===== config.mk =====
export PLATFORM = sky130hd
export DESIGN_NAME = icache
export DESIGN_NICKNAME = d
export VERILOG_FILES = /design/src/rtl/cpu_types_pkg.sv /design/src/rtl/icache.sv
export SDC_FILE = /design/constraint.sdc
export NUM_CORES = 1
export LEC_CHECK = 0
export BUFFER_PORTS_ARGS = -buffer_cell sky130_fd_sc_hd__buf_2
export CAP_MARGIN = 20
export CORE_MARGIN = 5
export CORE_UTILIZATION = 55
export DETAILED_ROUTE_END_ITERATION = 16
export PLACE_DENSITY = 0.84
export RECOVER_POWER = 50
export SYNTH_ARGS = -nofsm -noshare
export SYNTH_HDL_FRONTEND = slang
export SYNTH_SLANG_ARGS = --single-unit

===== constraint.sdc =====
create_clock -name CLK -period 4.6 [get_ports CLK]
set_clock_uncertainty 0.1 [all_clocks]
set_input_delay 0.23 -clock CLK [delete_from_list [all_inputs] [get_ports CLK]]
set_output_delay 0.23 -clock CLK [all_outputs]
set_load 0.02 [all_outputs]

===== src/rtl/cpu_types_pkg.sv =====
// ============================================================================
// Module : cpu_types_pkg
// Brief  : Shared types for the instruction cache (address split, frame, FSM).
// Rev    : 1.0  initial release
// ============================================================================
`default_nettype none

package cpu_types_pkg;

    localparam int ICACHE_SETS = 16;
    localparam int IDX_W       = $clog2(ICACHE_SETS);
    localparam int ITAG_W      = 30 - IDX_W;

    typedef struct packed {
        logic [ITAG_W-1:0] tag;
        logic [IDX_W-1:0]  idx;
        logic [1:0]        bytoff;
    } icachef_t;

    typedef struct packed {
        logic              valid;
        logic [ITAG_W-1:0] tag;
        logic [31:0]       data;
    } icache_frame_t;

    typedef enum logic {
        IDLE = 1'b0,
        MISS = 1'b1
    } icache_state_t;

endpackage

`default_nettype wire


===== src/rtl/icache.sv =====
// ============================================================================
// Module : icache
// Brief  : Direct-mapped, one-word-per-block instruction cache. Same-cycle hits,
//          single-word fill on miss. Optional counters with ICACHE_STATS_EN.
// Rev    : 1.0  initial release
// ============================================================================
`default_nettype none

module icache
    import cpu_types_pkg::*;
#(
    parameter int SETS = ICACHE_SETS   // must equal 2**IDX_W from the package
) (
    input  logic        CLK,
    input  logic        RST,
    input  logic        imemREN,
    input  logic [31:0] imemaddr,
    output logic        ihit,
    output logic [31:0] imemload,
    output logic        iREN,
    output logic [31:0] iaddr,
    input  logic        iwait,
    input  logic [31:0] iload
`ifdef ICACHE_STATS_EN
    ,
    output logic [31:0] hit_count,
    output logic [31:0] miss_count
`endif
);

    icachef_t      addr_w;
    icache_frame_t frame_w;
    icache_frame_t frames_q [SETS];
    icache_state_t state_q, state_d;
    logic          hit_w;
    logic          fill_w;

    assign addr_w  = icachef_t'(imemaddr);
    assign frame_w = frames_q[addr_w.idx];
    assign hit_w   = imemREN & frame_w.valid & (frame_w.tag == addr_w.tag);

    // Memory is word addressed: the byte offset is forced to zero.
    assign iaddr   = {addr_w.tag, addr_w.idx, addr_w.bytoff & 2'b00};

    always_comb begin
        state_d  = state_q;
        ihit     = 1'b0;
        imemload = 32'h0;
        iREN     = 1'b0;
        fill_w   = 1'b0;
        case (state_q)
            IDLE: begin
                ihit     = hit_w;
                imemload = hit_w ? frame_w.data : 32'h0;
                if (imemREN && !hit_w)
                    state_d = MISS;
            end
            MISS: begin
                iREN = imemREN;
                if (!imemREN) begin
                    state_d = IDLE;
                end else if (!iwait) begin
                    fill_w  = 1'b1;
                    state_d = IDLE;
                end
            end
            default: state_d = IDLE;
        endcase
        // Reset silences the fetch port immediately and aborts any fill.
        if (RST) begin
            ihit     = 1'b0;
            imemload = 32'h0;
            iREN     = 1'b0;
            fill_w   = 1'b0;
            state_d  = IDLE;
        end
    end

    always_ff @(posedge CLK) begin
        if (RST) begin
            state_q <= IDLE;
            for (int i = 0; i < SETS; i++)
                frames_q[i].valid <= 1'b0;
        end else begin
            state_q <= state_d;
            if (fill_w)
                frames_q[addr_w.idx] <= '{valid: 1'b1, tag: addr_w.tag, data: iload};
        end
    end

`ifdef ICACHE_STATS_EN
    logic [31:0] hit_cnt_q;
    logic [31:0] miss_cnt_q;

    always_ff @(posedge CLK) begin
        if (RST) begin
            hit_cnt_q  <= 32'h0;
            miss_cnt_q <= 32'h0;
        end else begin
            if (state_q == IDLE && ihit)
                hit_cnt_q <= hit_cnt_q + 32'd1;
            if (state_q == IDLE && state_d == MISS)
                miss_cnt_q <= miss_cnt_q + 32'd1;
        end
    end

    assign hit_count  = hit_cnt_q;
    assign miss_count = miss_cnt_q;
`endif

endmodule

`default_nettype wire

==> metrics.txt, run 1 <==
status finished clean; Max Cap Viol 0; Async S/R FF share, synth 0; Die Wd 270.2 µm; CTS tree yes; setup violators final 0; clock sink count around 950; Via Count 18,370; reg2reg path depth 9; FF+latch count, synth 945; hold path depth 2; Total Die Area ~0.073 mm²; clk root buf clkbuf_16; TritonRoute pass-1 iters 5; Port Buffers 129; commonest non-fill, non-tap cell in the layout edfxtp_1; Avg WL per Cell slightly above 30 µm; synth warn 0; WL final approximately 86,000 µm; final slew viol count 0; postcts setup bufs 0; die height about 270 µm; Final #Nets 1,957; critical path's largest stage delay ~0.8 ns; post-synthesis mux area share 0.1731; Post-Synth Simple-Gate Area 0.02291; hpwl dp about 44,000 µm; register area share after synthesis 0.7572; DRC viols 0; CTS buffer count 92; fraction of layout cells with a size suffix above 1 0.2760; CP Max Fanout 34; Rows 95; P_leak 13.59 nW; first-pass GRT wire length 128,000 µm; gr ovfl total 0; Area Growth Syn to Fin 14.56%; Synth cell types 64; Worst path depth 11; fmax around 230 MHz; reg2reg setup slack 0.76 ns; Crit path required time 4.27 ns; Core Util, Final 0.6355; Max VDD drop around 0.38 mV; Cell Chain, Critical Path dlygate4sd3_1 -> clkbuf_1 -> xnor2_1 -> nor2_1 -> a311oi_1 -> o211ai_1 -> nor4_1 -> nand4_4 -> buf_4 -> nor3b_1 -> buf_2; antenna-violating nets left 0; min-delay src frames_q[3][58]$_SDFFE_PP1P_; pwr dens 427.5 mW/mm²; Worst path slowest cell clkbuf_1; compound-cell area share of the yosys netlist 0.01747; minimum clock period 4.287 ns; Core Box Area about 0.067 mm²; hold_ws 0.3646 ns; pin count of the biggest net entering global routing 80; period utilisation layout 0.9320; Post-synth EDFFs 928; xor-xnor portion of the synthesized cell area 0.007054; H-tree depth 3; initial antenna violation count 2; Final Hold Fails 0; adder and majority cell fraction of the synthesized area 0; crit path buf inv count 4; RD Place Congestion 0.7922; I/O Pins 134; Vias/cell around 6.5; clk slew on worst S/H paths 0.06 ns; critical path startpoint category input pin; Min-Delay Endpoint frames_q[3][58]$_SDFFE_PP1P_; Worst Path Class, Setup in -> out; global-route usage over all layers 0.2366; r2r startpoint frames_q[2][50]$_DFFE_PP_; Mapped Cells 1,667; RR Endpoint state_q$_SDFF_PP0_; Synth Flop Type edfxtp_1; Worst Path Arrival 3.96 ns; most frequent cells in the layout edfxtp_1, mux4_2, clkbuf_1; Synth Area per Inst 22.35 µm²; setup TNS 0 ns; worst-case clock buffer depth 3; type of the worst min-delay path reg -> reg; endpoint kind of the worst setup timing path primary output; largest family of logic cells by synthesized area multiplexers; CP top delay family buffers and inverters; worst skew pair latency around 0.67 ns; DRT iter0 DRCs 2,502; Post-Syn Area roughly 0.037 mm²; vias in the first global route between 15,000 and 20,000; Rel. slew slack 0.2537; worst slew pin tran 1.119 ns; starting density of the core 0.5547; RSZ-0062 raised after global routing no
-- registers in the layout, indices dropped and copies added (netlist names) --
register,cells
frames_q,944
state_q,1
-- cell families after synthesis --
| logic type | count (synthesis) |
|---|---|
| other | 1 |
| muxes | 339 |
| AOI/OAI and AO/OA | 86 |
| xor gates and xnor gates | 30 |
| DFF | 945 |
| and+or+nand+nor | 121 |
| buffers and inverters | 145 |
-- worst min-delay path: stages, from the launching register on --
cell and delay (ns):
dfxtp_1 0.31, inv_1 0.05, o22ai_1 0.06
-- report_power, final --
group	internal (W)	switching [W]	total [W]
clock	0.00465	0.00326	0.00791
combinational	0.000368	0.000504	0.000872
sequential	0.00946	0.00000331	0.00946
total	0.0145	0.00376	0.0182
-- worst max-delay path by stage --
| stage | from | to | slack (ns) |
|---|---|---|---|
| 3_3_place_gp | imemaddr[3] | imemload[1] | 0.54 |
| 2_1_floorplan | imemaddr[3] | frames_q[10][0]$_DFFE_PP_ | -0.40 |
| 3_5_place_dp | imemaddr[3] | imemload[1] | 0.51 |
| 4_1_cts | frames_q[1][49]$_DFFE_PP_ | imemload[31] | 0.37 |
| 5_1_grt | imemaddr[10] | imemload[31] | 0.15 |
| 6_report | imemaddr[10] | imemload[31] | 0.31 |
-- cells in the mapped netlist (2+ instances only) --
| cell type | count | area [µm²] |
|---|---|---|
| a31oi_1 | 2 | 12.51 |
| buf_4 | 46 | 345.3 |
| mux2i_1 | 82 | 820.8 |
| nand2b_1 | 6 | 37.54 |
| o311ai_0 | 2 | 17.52 |
| buf_2 | 18 | 90.09 |
| o22ai_1 | 22 | 137.6 |
| nand4_1 | 3 | 18.77 |
| o2111ai_1 | 2 | 17.52 |
| nor4_1 | 2 | 12.51 |
| nand3b_1 | 3 | 22.52 |
| a221oi_1 | 8 | 70.07 |
| a32oi_1 | 2 | 17.52 |
| nor2b_1 | 9 | 56.30 |
| edfxtp_1 | 928 | 27870 |
| o21ai_0 | 4 | 20.02 |
| a21oi_1 | 4 | 20.02 |
| a211oi_1 | 4 | 30.03 |
| nor2_1 | 28 | 105.1 |
| nor3_1 | 6 | 30.03 |
| a22o_1 | 6 | 52.55 |
| o211ai_1 | 4 | 30.03 |
| mux4_1 | 5 | 131.4 |
| a2bb2oi_1 | 2 | 17.52 |
| nor3b_1 | 4 | 30.03 |
| buf_1 | 13 | 48.80 |
| mux4_2 | 236 | 5315 |
| buf_6 | 10 | 112.6 |
| nand2_1 | 13 | 48.80 |
| and3b_1 | 2 | 17.52 |
| mux2_2 | 16 | 180.2 |
| xor2_1 | 10 | 87.58 |
| inv_1 | 23 | 86.33 |
| nor3b_2 | 29 | 362.9 |
| nand3_1 | 7 | 35.03 |
| a311oi_1 | 2 | 17.52 |
| o221ai_1 | 2 | 17.52 |
| a22oi_1 | 9 | 67.56 |
| dfxtp_1 | 17 | 340.3 |
| clkbuf_1 | 33 | 123.9 |
| xnor2_1 | 20 | 175.2 |
-- stage by stage --
| step | std cells | total power (W) | worst slack (ns) | instance area, µm² |
|---|---|---|---|---|
| 6_report | 2839 | 0.01824 | 0.3127 | 42680 |
| 3_3_place_gp | 2605 | 0.01043 | 0.5445 | 38920 |
| 3_5_place_dp | 2605 | 0.01046 | 0.5092 | 38920 |
| 5_1_grt | 2838 | 0.01878 | 0.1533 | 42670 |
| 4_1_cts | 2835 | 0.01834 | 0.3730 | 42730 |
| 2_1_floorplan | 1668 | 0.01019 | -0.3979 | 37280 |
-- final cells by class --
class / count / area, µm²
clock buffer: 115 / 2449
fill: 4171 / 24480
antenna: 2 / 5.005
timing repair buffer: 248 / 1728
multi-input combinational: 578 / 8351
tap: 873 / 1092
sequential: 945 / 28210
inverter: 24 / 91.34
clock inverter: 54 / 753.2
-- timing repair --
item,CTS,global route
gates resized for setup,0,0
hold buffers,61,0
endpoints found under the hold margin,945,0
-- per-layer routing --
| layer | vias to the layer above | share of wire | track usage |
|---|---|---|---|
| met5 | - | 0 | 0 |
| met4 | 0 | 0.026 | 0.07333 |
| met3 | 168 | 0.095 | 0.04930 |
| met2 | 1153 | 0.52 | 0.4046 |
| met1 | 9598 | 0.36 | 0.3108 |
| li1 | 7455 | - | - |
No activity file was read; power rests on OpenSTA's default activity.
==> run 2: changes to the inputs <==
--- a/config.mk
+++ b/config.mk
@@ -10,7 +10,7 @@
 export CORE_MARGIN = 5
 export CORE_UTILIZATION = 55
 export DETAILED_ROUTE_END_ITERATION = 16
-export PLACE_DENSITY = 0.84
+export PLACE_DENSITY = 0.77
 export RECOVER_POWER = 50
 export SYNTH_ARGS = -nofsm -noshare
 export SYNTH_HDL_FRONTEND = slang
==> run 2 against run 1 <==
Critical path type is now reg -> out. Count of clock-buffer cells in the layout decreased by 5. Maximum frequency is 1.9% lower. Via count shrank 2.1%. The flow now finishes with violations (max-capacitance violations, max-slew violations). Wire length decreased by 3.9%. Cell count unchanged. First-iteration DRC count decreased by 19%. Largest cell class unchanged. Sequential power hardly changed. Clock power shrank 8.2%.
==> metrics.txt, run 2 (same netlist as run 1, synthesis figures left out) <==
sequential power share 0.538 (was 0.519); Via Count 17,990 (was 18,370); die height 270.2 µm (unchanged); final slew viol count 52 (was 0); critical path's largest stage delay 0.52 ns (was 0.80 ns); first-pass GRT wire length 123,800 µm (was 128,000 µm); Non-Filler Instances 2,839 (unchanged); Worst Path Class, Setup reg -> out (was in -> out); Internal Power 0.01403 W (was 0.01448 W); initial antenna violation count 3 (was 2); I/O Pins 134 (unchanged); commonest non-fill, non-tap cell in the layout edfxtp_1 (unchanged); Clock Power Share 0.413 (was 0.433); crit path buf inv count 3 (was 4); RSZ-0062 raised after global routing no (unchanged); Total Die Area 0.07303 mm² (unchanged); Die Wd 270.2 µm (unchanged); Net Switching 0.003559 W (was 0.003764 W); Final Cell Area 0.04244 mm² (was 0.04268 mm²); hold path depth 4 (was 2); clk slew on worst S/H paths 0.06 ns (about the same); Top Registers frames_q: 944 flops, state_q: 1 flops (unchanged); post_cts resized 0 (unchanged); Area Growth Syn to Fin 13.94% (was 14.56%); Vias/cell 6.337 (was 6.472); failing checks max-capacitance violations, max-slew violations; CTS tree yes (unchanged); Min-Delay Endpoint frames_q[0][9]$_DFFE_PP_ (was frames_q[3][58]$_SDFFE_PP1P_); Placed Area 0.03909 mm² (was 0.03892 mm²); endpoint kind of the worst setup timing path primary output (unchanged); antenna-violating nets left 0 (unchanged); TritonRoute pass-1 iters 5 (unchanged); RD Place Congestion 0.7832 (was 0.7922); CP top delay family simple AND/OR/NAND/NOR gates (was buffers and inverters); Filler cells 4,359 (was 4,171); CP Max Fanout 11 (was 34); Worst Path Arrival 4.04 ns (was 3.96 ns); Reg with most FFs frames_q (unchanged); gr ovfl total 0 (unchanged); DRT iter0 DRCs 2,022 (was 2,502); hpwl dp 43,880 µm (was 43,890 µm); postcts setup bufs 0 (unchanged); H-tree depth 3 (unchanged); Core Util, Final 0.6320 (was 0.6355); CP startpoint frames_q[6][37]$_DFFE_PP_ (was imemaddr[10]); WL final 82,990 µm (was 86,340 µm); status finished with violations (was finished clean); Design Power 0.01759 W (was 0.01824 W); worst-case clock buffer depth 3 (unchanged); dpl cells 2,619 (was 2,605); starting density of the core 0.5547 (unchanged); reg2reg setup slack 0.82 ns (was 0.76 ns); Final #Nets 1,964 (was 1,957); worst slew pin tran 1.710 ns (was 1.119 ns); clock sink count 945 (unchanged); Comb pwr share 0.049 (was 0.048); pwr dens 414.3 mW/mm² (was 427.5 mW/mm²); pin count of the biggest net entering global routing 107 (was 80); Worst path slowest cell mux4_2 (was clkbuf_1); minimum clock period 4.371 ns (was 4.287 ns); worst skew pair latency 0.65 ns (was 0.67 ns); switching portion of total power 0.2024 (was 0.2063); Cell Chain, Critical Path mux4_2 -> a22o_1 -> a211oi_1 -> a31o_2 -> o2111ai_1 -> nor4_1 -> buf_4 -> nand4_4 -> buf_12 -> nor3b_2 -> buf_2 (was dlygate4sd3_1 -> clkbuf_1 -> xnor2_1 -> nor2_1 -> a311oi_1 -> o211ai_1 -> nor4_1 -> nand4_4 -> buf_4 -> nor3b_1 -> buf_2); Rel. slew slack -0.1403 (was 0.2537); period utilisation layout 0.9503 (was 0.9320); r2r startpoint frames_q[6][37]$_DFFE_PP_ (was frames_q[2][50]$_DFFE_PP_); fmax 228.8 MHz (was 233.2 MHz); Avg WL per Cell 29.23 µm (was 30.41 µm); reg2reg path depth 10 (was 9); Final Hold Fails 0 (unchanged); vias in the first global route 18,860 (was 19,610); setup violators final 0 (unchanged); Crit path required time 4.27 ns (about the same); clk root buf clkbuf_16 (unchanged); RR Endpoint state_q$_SDFF_PP0_ (unchanged); Rows 95 (unchanged); setup TNS 0 ns (unchanged); fraction of layout cells with a size suffix above 1 0.2768 (was 0.2760); global-route usage over all layers 0.2279 (was 0.2366); DRC viols 0 (unchanged); P_leak 13.49 nW (was 13.59 nW); Max VDD drop 0.2444 mV (was 0.3807 mV); max FFs per register 944 (unchanged); critical path startpoint category flip-flop (was input pin); Port Buffers 129 (unchanged); Core Box Area 0.06716 mm² (unchanged); Max Cap Viol 1 (was 0); CTS buffer count 90 (was 92); min-delay src RST (was frames_q[3][58]$_SDFFE_PP1P_); type of the worst min-delay path in -> reg (was reg -> reg); most frequent cells in the layout edfxtp_1, mux4_2, clkbuf_1 (unchanged)
run 2: cell count changes in the layout (fill, tap and decap cells not counted), moves of 2 or more:
cell and change:
buf_4 +6, bufinv_16 -5, clkinvlp_4 +4, clkinv_2 +4, dlygate4sd3_1 -3, clkbuf_1 +4
clkbuf_8 -6, buf_12 +4, clkinv_16 -4, clkinv_1 -2
run 2: routing by layer:
layer / share of wire / track usage
met1: 0.38 / 0.3178
met2: 0.51 / 0.3800
met3: 0.088 / 0.04033
met4: 0.025 / 0.06241
met5: 0.00016 / 0
run 2: worst max path at each step:
stage                     slack (ns)  depth (start not counted)                        end
after floorplan                -0.40                          9  frames_q[10][0]$_DFFE_PP_
after global placement          0.45                         12               imemload[14]
after detailed placement        0.42                         12               imemload[28]
after CTS                       0.19                          9               imemload[28]
after global routing            0.14                         12                imemload[1]
final                           0.23                         11               imemload[28]
run 2: worst min-delay path: cells and delay by family:
family        cells  cell delay (ns)
simple gates      3             0.42
buf+inv           1             0.10
run 2: final cells by class:
class	instances	area, µm²	share of cell area
Sequential cell	945	28210	0.6646
Clock inverter	51	544.3	0.01282
Inverter	24	91.34	0.002152
Multi-Input combinational cell	578	8351	0.1967
Antenna cell	1	2.502	0.00005896
Timing Repair Buffer	257	1808	0.04260
Clock buffer	110	2349	0.05533
Tap cell	873	1092	0.02573
run 2: repair_timing:
| item | CTS | global route |
|---|---|---|
| setup endpoints to repair | 0 | 0 |
| hold buffers | 58 | 0 |
| endpoints found under the hold margin | 897 | 0 |
run 2: power by group through the flow:
| stage | Combinational (W) | Sequential (W) | Clock, W |
|---|---|---|---|
| after floorplan | 0.000540 | 0.00965 | 0 |
| after global placement | 0.000806 | 0.00964 | 0 |
| after detailed placement | 0.000829 | 0.00964 | 0 |
| after CTS | 0.000877 | 0.00946 | 0.00738 |
| after global routing | 0.000918 | 0.00946 | 0.00777 |
| final | 0.000860 | 0.00946 | 0.00726 |
run 2: per-stage QoR:
stage | setup WS, ns | hold slack (ns)
2_1_floorplan | -0.3979 | 0.2289
3_3_place_gp | 0.4471 | 0.3467
3_5_place_dp | 0.4207 | 0.3539
4_1_cts | 0.1949 | 0.008160
5_1_grt | 0.1352 | 0.2410
6_report | 0.2286 | 0.2452
==> run 3: changes to the inputs <==
--- a/config.mk
+++ b/config.mk
@@ -5,6 +5,7 @@
 export SDC_FILE = /design/constraint.sdc
 export NUM_CORES = 1
 export LEC_CHECK = 0
+export ABC_AREA = 1
 export BUFFER_PORTS_ARGS = -buffer_cell sky130_fd_sc_hd__buf_2
 export CAP_MARGIN = 20
 export CORE_MARGIN = 5
==> run 3 against run 2 <==
Register-to-register slack improved by 0.73 ns. The run now ends clean. Wire length rose by 5.7%. Count of clock-buffer cells in the layout rose by 4. Non-clock buffer count fell by 17. Critical endpoint is now imemload[12]. Largest power group unchanged. Highest routed layer unchanged. Critical path depth rose by 6. Cell area fell by 2.5%. Hold slack got worse by 0.0059 ns. Setup slack improved by 0.44 ns. Sequential share of layout area rose by 1.7 points. Clock power barely moved.
==> metrics.txt, run 3 <==
status finished clean (was finished with violations); top sig layer met5 (unchanged); hold path depth 4 (unchanged); Worst Path Class, Setup in -> out (was reg -> out); met2 wire len 42,210 µm (was 42,080 µm); H-tree depth 3 (unchanged); max FFs per register 944 (unchanged); fmax 254.6 MHz (was 228.8 MHz); hpwl dp 43,170 µm (was 43,880 µm); setup TNS 0 ns (unchanged); DRC viols 0 (unchanged); Core Box Area 0.06563 mm² (was 0.06716 mm²); Placed Area 0.03803 mm² (was 0.03909 mm²); pin count of the biggest net entering global routing 129 (was 107); post_cts resized 0 (unchanged); met3 wire len 9844 µm (was 7296 µm); Synth area leaders edfxtp_1, nand2_1, o22ai_1, o21ai_0, nor2_1 (was edfxtp_1, mux4_2, mux2i_1, nor3b_2, buf_4); CP Max Fanout 33 (was 11); I/O Pins 134 (unchanged); setup violators final 0 (unchanged); Synth top area share 0.7663 (was 0.7481); worst skew pair latency 0.63 ns (was 0.65 ns); reg2reg path depth 7 (was 10); Final Hold Fails 0 (unchanged); pwr dens 423.9 mW/mm² (was 414.3 mW/mm²); CTS buffer count 88 (was 90); Clock Power Share 0.412 (was 0.413); Min-Delay Endpoint frames_q[9][58]$_SDFFE_PP1P_ (was frames_q[0][9]$_DFFE_PP_); starting density of the core 0.5541 (was 0.5547); global-route usage over all layers 0.2409 (was 0.2279); DRT iter0 DRCs 2,772 (was 2,022); P_leak 14.55 nW (was 13.49 nW); critical path startpoint category input pin (was flip-flop); most used cell, CP nand2_1; Comb pwr share 0.048 (was 0.049); CTS tree yes (unchanged); Via Count 23,060 (was 17,990); M1 WL 33,340 µm (was 31,560 µm); commonest non-fill, non-tap cell in the layout nand2_1 (was edfxtp_1); Final #Nets 3,002 (was 1,964); Area Growth Syn to Fin 13.79% (was 13.94%); Synth Area per Inst 13.08 µm² (was 22.35 µm²); Core Util, Final 0.6306 (was 0.6320); FF+latch count, synth 945 (unchanged); RD Place Congestion 0.7877 (was 0.7832); gr ovfl total 0 (unchanged); Worst Path Arrival 3.60 ns (was 4.04 ns); r2r startpoint state_q$_SDFF_PP0_ (was frames_q[6][37]$_DFFE_PP_); first-pass GRT wire length 132,000 µm (was 123,800 µm); Rel. slew slack 0.3290 (was -0.1403); fraction of layout cells with a size suffix above 1 0.08123 (was 0.2768); minimum clock period 3.928 ns (was 4.371 ns); Post-Syn Area 0.03637 mm² (was 0.03725 mm²); Internal Power 0.01390 W (was 0.01403 W); Worst path slowest cell inv_2 (was mux4_2); Die Wd 267.1 µm (was 270.2 µm); Top Registers frames_q: 944 flops, state_q: 1 flops (unchanged); min-delay src imemaddr[4] (was RST); most frequent cells in the layout nand2_1, edfxtp_1, o22ai_1 (was edfxtp_1, mux4_2, clkbuf_1); Synth cell types 24 (was 64); hold_ws 0.2393 ns (was 0.2452 ns); Rows 94 (was 95); switching portion of total power 0.2078 (was 0.2024); Synth area leader edfxtp_1 (unchanged); Vias/cell 5.954 (was 6.337); WL final 87,750 µm (was 82,990 µm); worst slew pin tran 1.006 ns (was 1.710 ns); Port Buffers 129 (unchanged); Avg WL per Cell 22.66 µm (was 29.23 µm); final slew viol count 0 (was 52); clk root buf clkbuf_16 (unchanged); reg2reg setup slack 1.55 ns (was 0.82 ns); Max Cap Viol 0 (was 1); Async S/R FF share, synth 0 (unchanged); initial antenna violation count 7 (was 3); TritonRoute pass-1 iters 5 (unchanged); endpoint kind of the worst setup timing path primary output (unchanged); sequential power share 0.539 (was 0.538); Synth top cells by count nand2_1, edfxtp_1, o22ai_1 (was edfxtp_1, mux4_2, mux2i_1); period utilisation layout 0.8540 (was 0.9503); critical path's largest stage delay 0.57 ns (was 0.52 ns); RR Endpoint frames_q[8][54]$_DFFE_PP_ (was state_q$_SDFF_PP0_); clock sink count 945 (unchanged); Mapped Cells 2,780 (was 1,667); vias in the first global route 22,860 (was 18,860); Net Switching 0.003646 W (was 0.003559 W); Total Die Area 0.07136 mm² (was 0.07303 mm²); Final Cell Area 0.04138 mm² (was 0.04244 mm²); Reg with most FFs frames_q (unchanged); Max VDD drop 0.4124 mV (was 0.2444 mV); synth warn 0 (unchanged); most frequent cell after synthesis nand2_1 (was edfxtp_1); worst-case clock buffer depth 3 (unchanged); Crit path required time 4.27 ns (about the same); Synth Flop Type edfxtp_1 (unchanged); Post-synth EDFFs 928 (unchanged); type of the worst min-delay path in -> reg (unchanged); RSZ-0062 raised after global routing no (unchanged); die height 267.1 µm (was 270.2 µm); antenna-violating nets left 0 (unchanged); Cell Chain, Critical Path buf_2 -> inv_1 -> nand2_1 -> inv_2 -> buf_4 -> nand2_1 -> nand2_1 -> o21ai_0 -> nand2_1 -> nand2_1 -> nor2_1 -> nand2_1 -> nor2_1 -> nand3_2 -> buf_4 -> nor2_1 -> buf_2 (was mux4_2 -> a22o_1 -> a211oi_1 -> a31o_2 -> o2111ai_1 -> nor4_1 -> buf_4 -> nand4_4 -> buf_12 -> nor3b_2 -> buf_2); register area share after synthesis 0.7756 (was 0.7572); clk slew on worst S/H paths 0.06 ns (about the same)
run 3: per-stage QoR:
step / cells / total power (W) / setup WS, ns
2_1_floorplan: 2781 / 0.01011 / 0.1104
3_3_place_gp: 3646 / 0.01041 / 0.7489
3_5_place_dp: 3647 / 0.01044 / 0.7563
4_1_cts: 3868 / 0.01761 / 0.7519
5_1_grt: 3872 / 0.01804 / 0.4535
6_report: 3873 / 0.01754 / 0.6718
run 3: cells by family after synthesis:
kind of cell	share of synthesized area
AND/OR/NAND/NOR	0.1236
flip-flops	0.7756
AO/OA/AOI/OAI	0.07204
other	0.0001031
buffers and inverters	0.02862
run 3: how the worst max path moves through the flow:
stage                     start                       end  slack (ns)  cells past startpoint
floorplan           imemaddr[2]  frames_q[0][0]$_DFFE_PP_        0.11                      9
global placement    imemaddr[4]               imemload[4]        0.75                     15
detailed placement  imemaddr[5]               imemload[0]        0.76                     17
CTS                 imemaddr[5]              imemload[15]        0.75                     17
global route        imemaddr[5]              imemload[12]        0.45                     17
finish              imemaddr[5]              imemload[12]        0.67                     17
run 3: power groups by stage:
stage          Sequential (W)  Clock, W  Combinational, W
2_1_floorplan         0.00965         0          0.000468
3_3_place_gp          0.00964         0          0.000769
3_5_place_dp          0.00964         0          0.000798
4_1_cts               0.00946   0.00730          0.000849
5_1_grt               0.00946   0.00766          0.000924
6_report              0.00946   0.00723          0.000846
run 3: layer usage:
metal,global-route usage,vias up
li1,-,10330
met1,0.3343,11100
met2,0.3947,1422
met3,0.04777,199
met4,0.07115,4
met5,0,-
run 3: timing repair:
action / CTS / global route
hold buffers: 61 / 0
endpoints found under the hold margin: 937 / 0
buffers inserted: 0 / 0
run 3: cell type report:
cell class	count	area [µm²]
diodes	5	12.51
clock buffers	114	2340
clock inverters	46	516.7
fillers	4620	24250
inverters	49	193.9
multi-input cells	1610	7256
flip-flops and latches	945	28210
well taps	864	1081
repair buffers	240	1775
run 3: worst max-delay path, delay by kind of cell:
family	cells	cell delay, ns
buffers and inverters	6	1.73
AOI/OAI and AO/OA	1	0.09
and+or+nand+nor	10	1.47
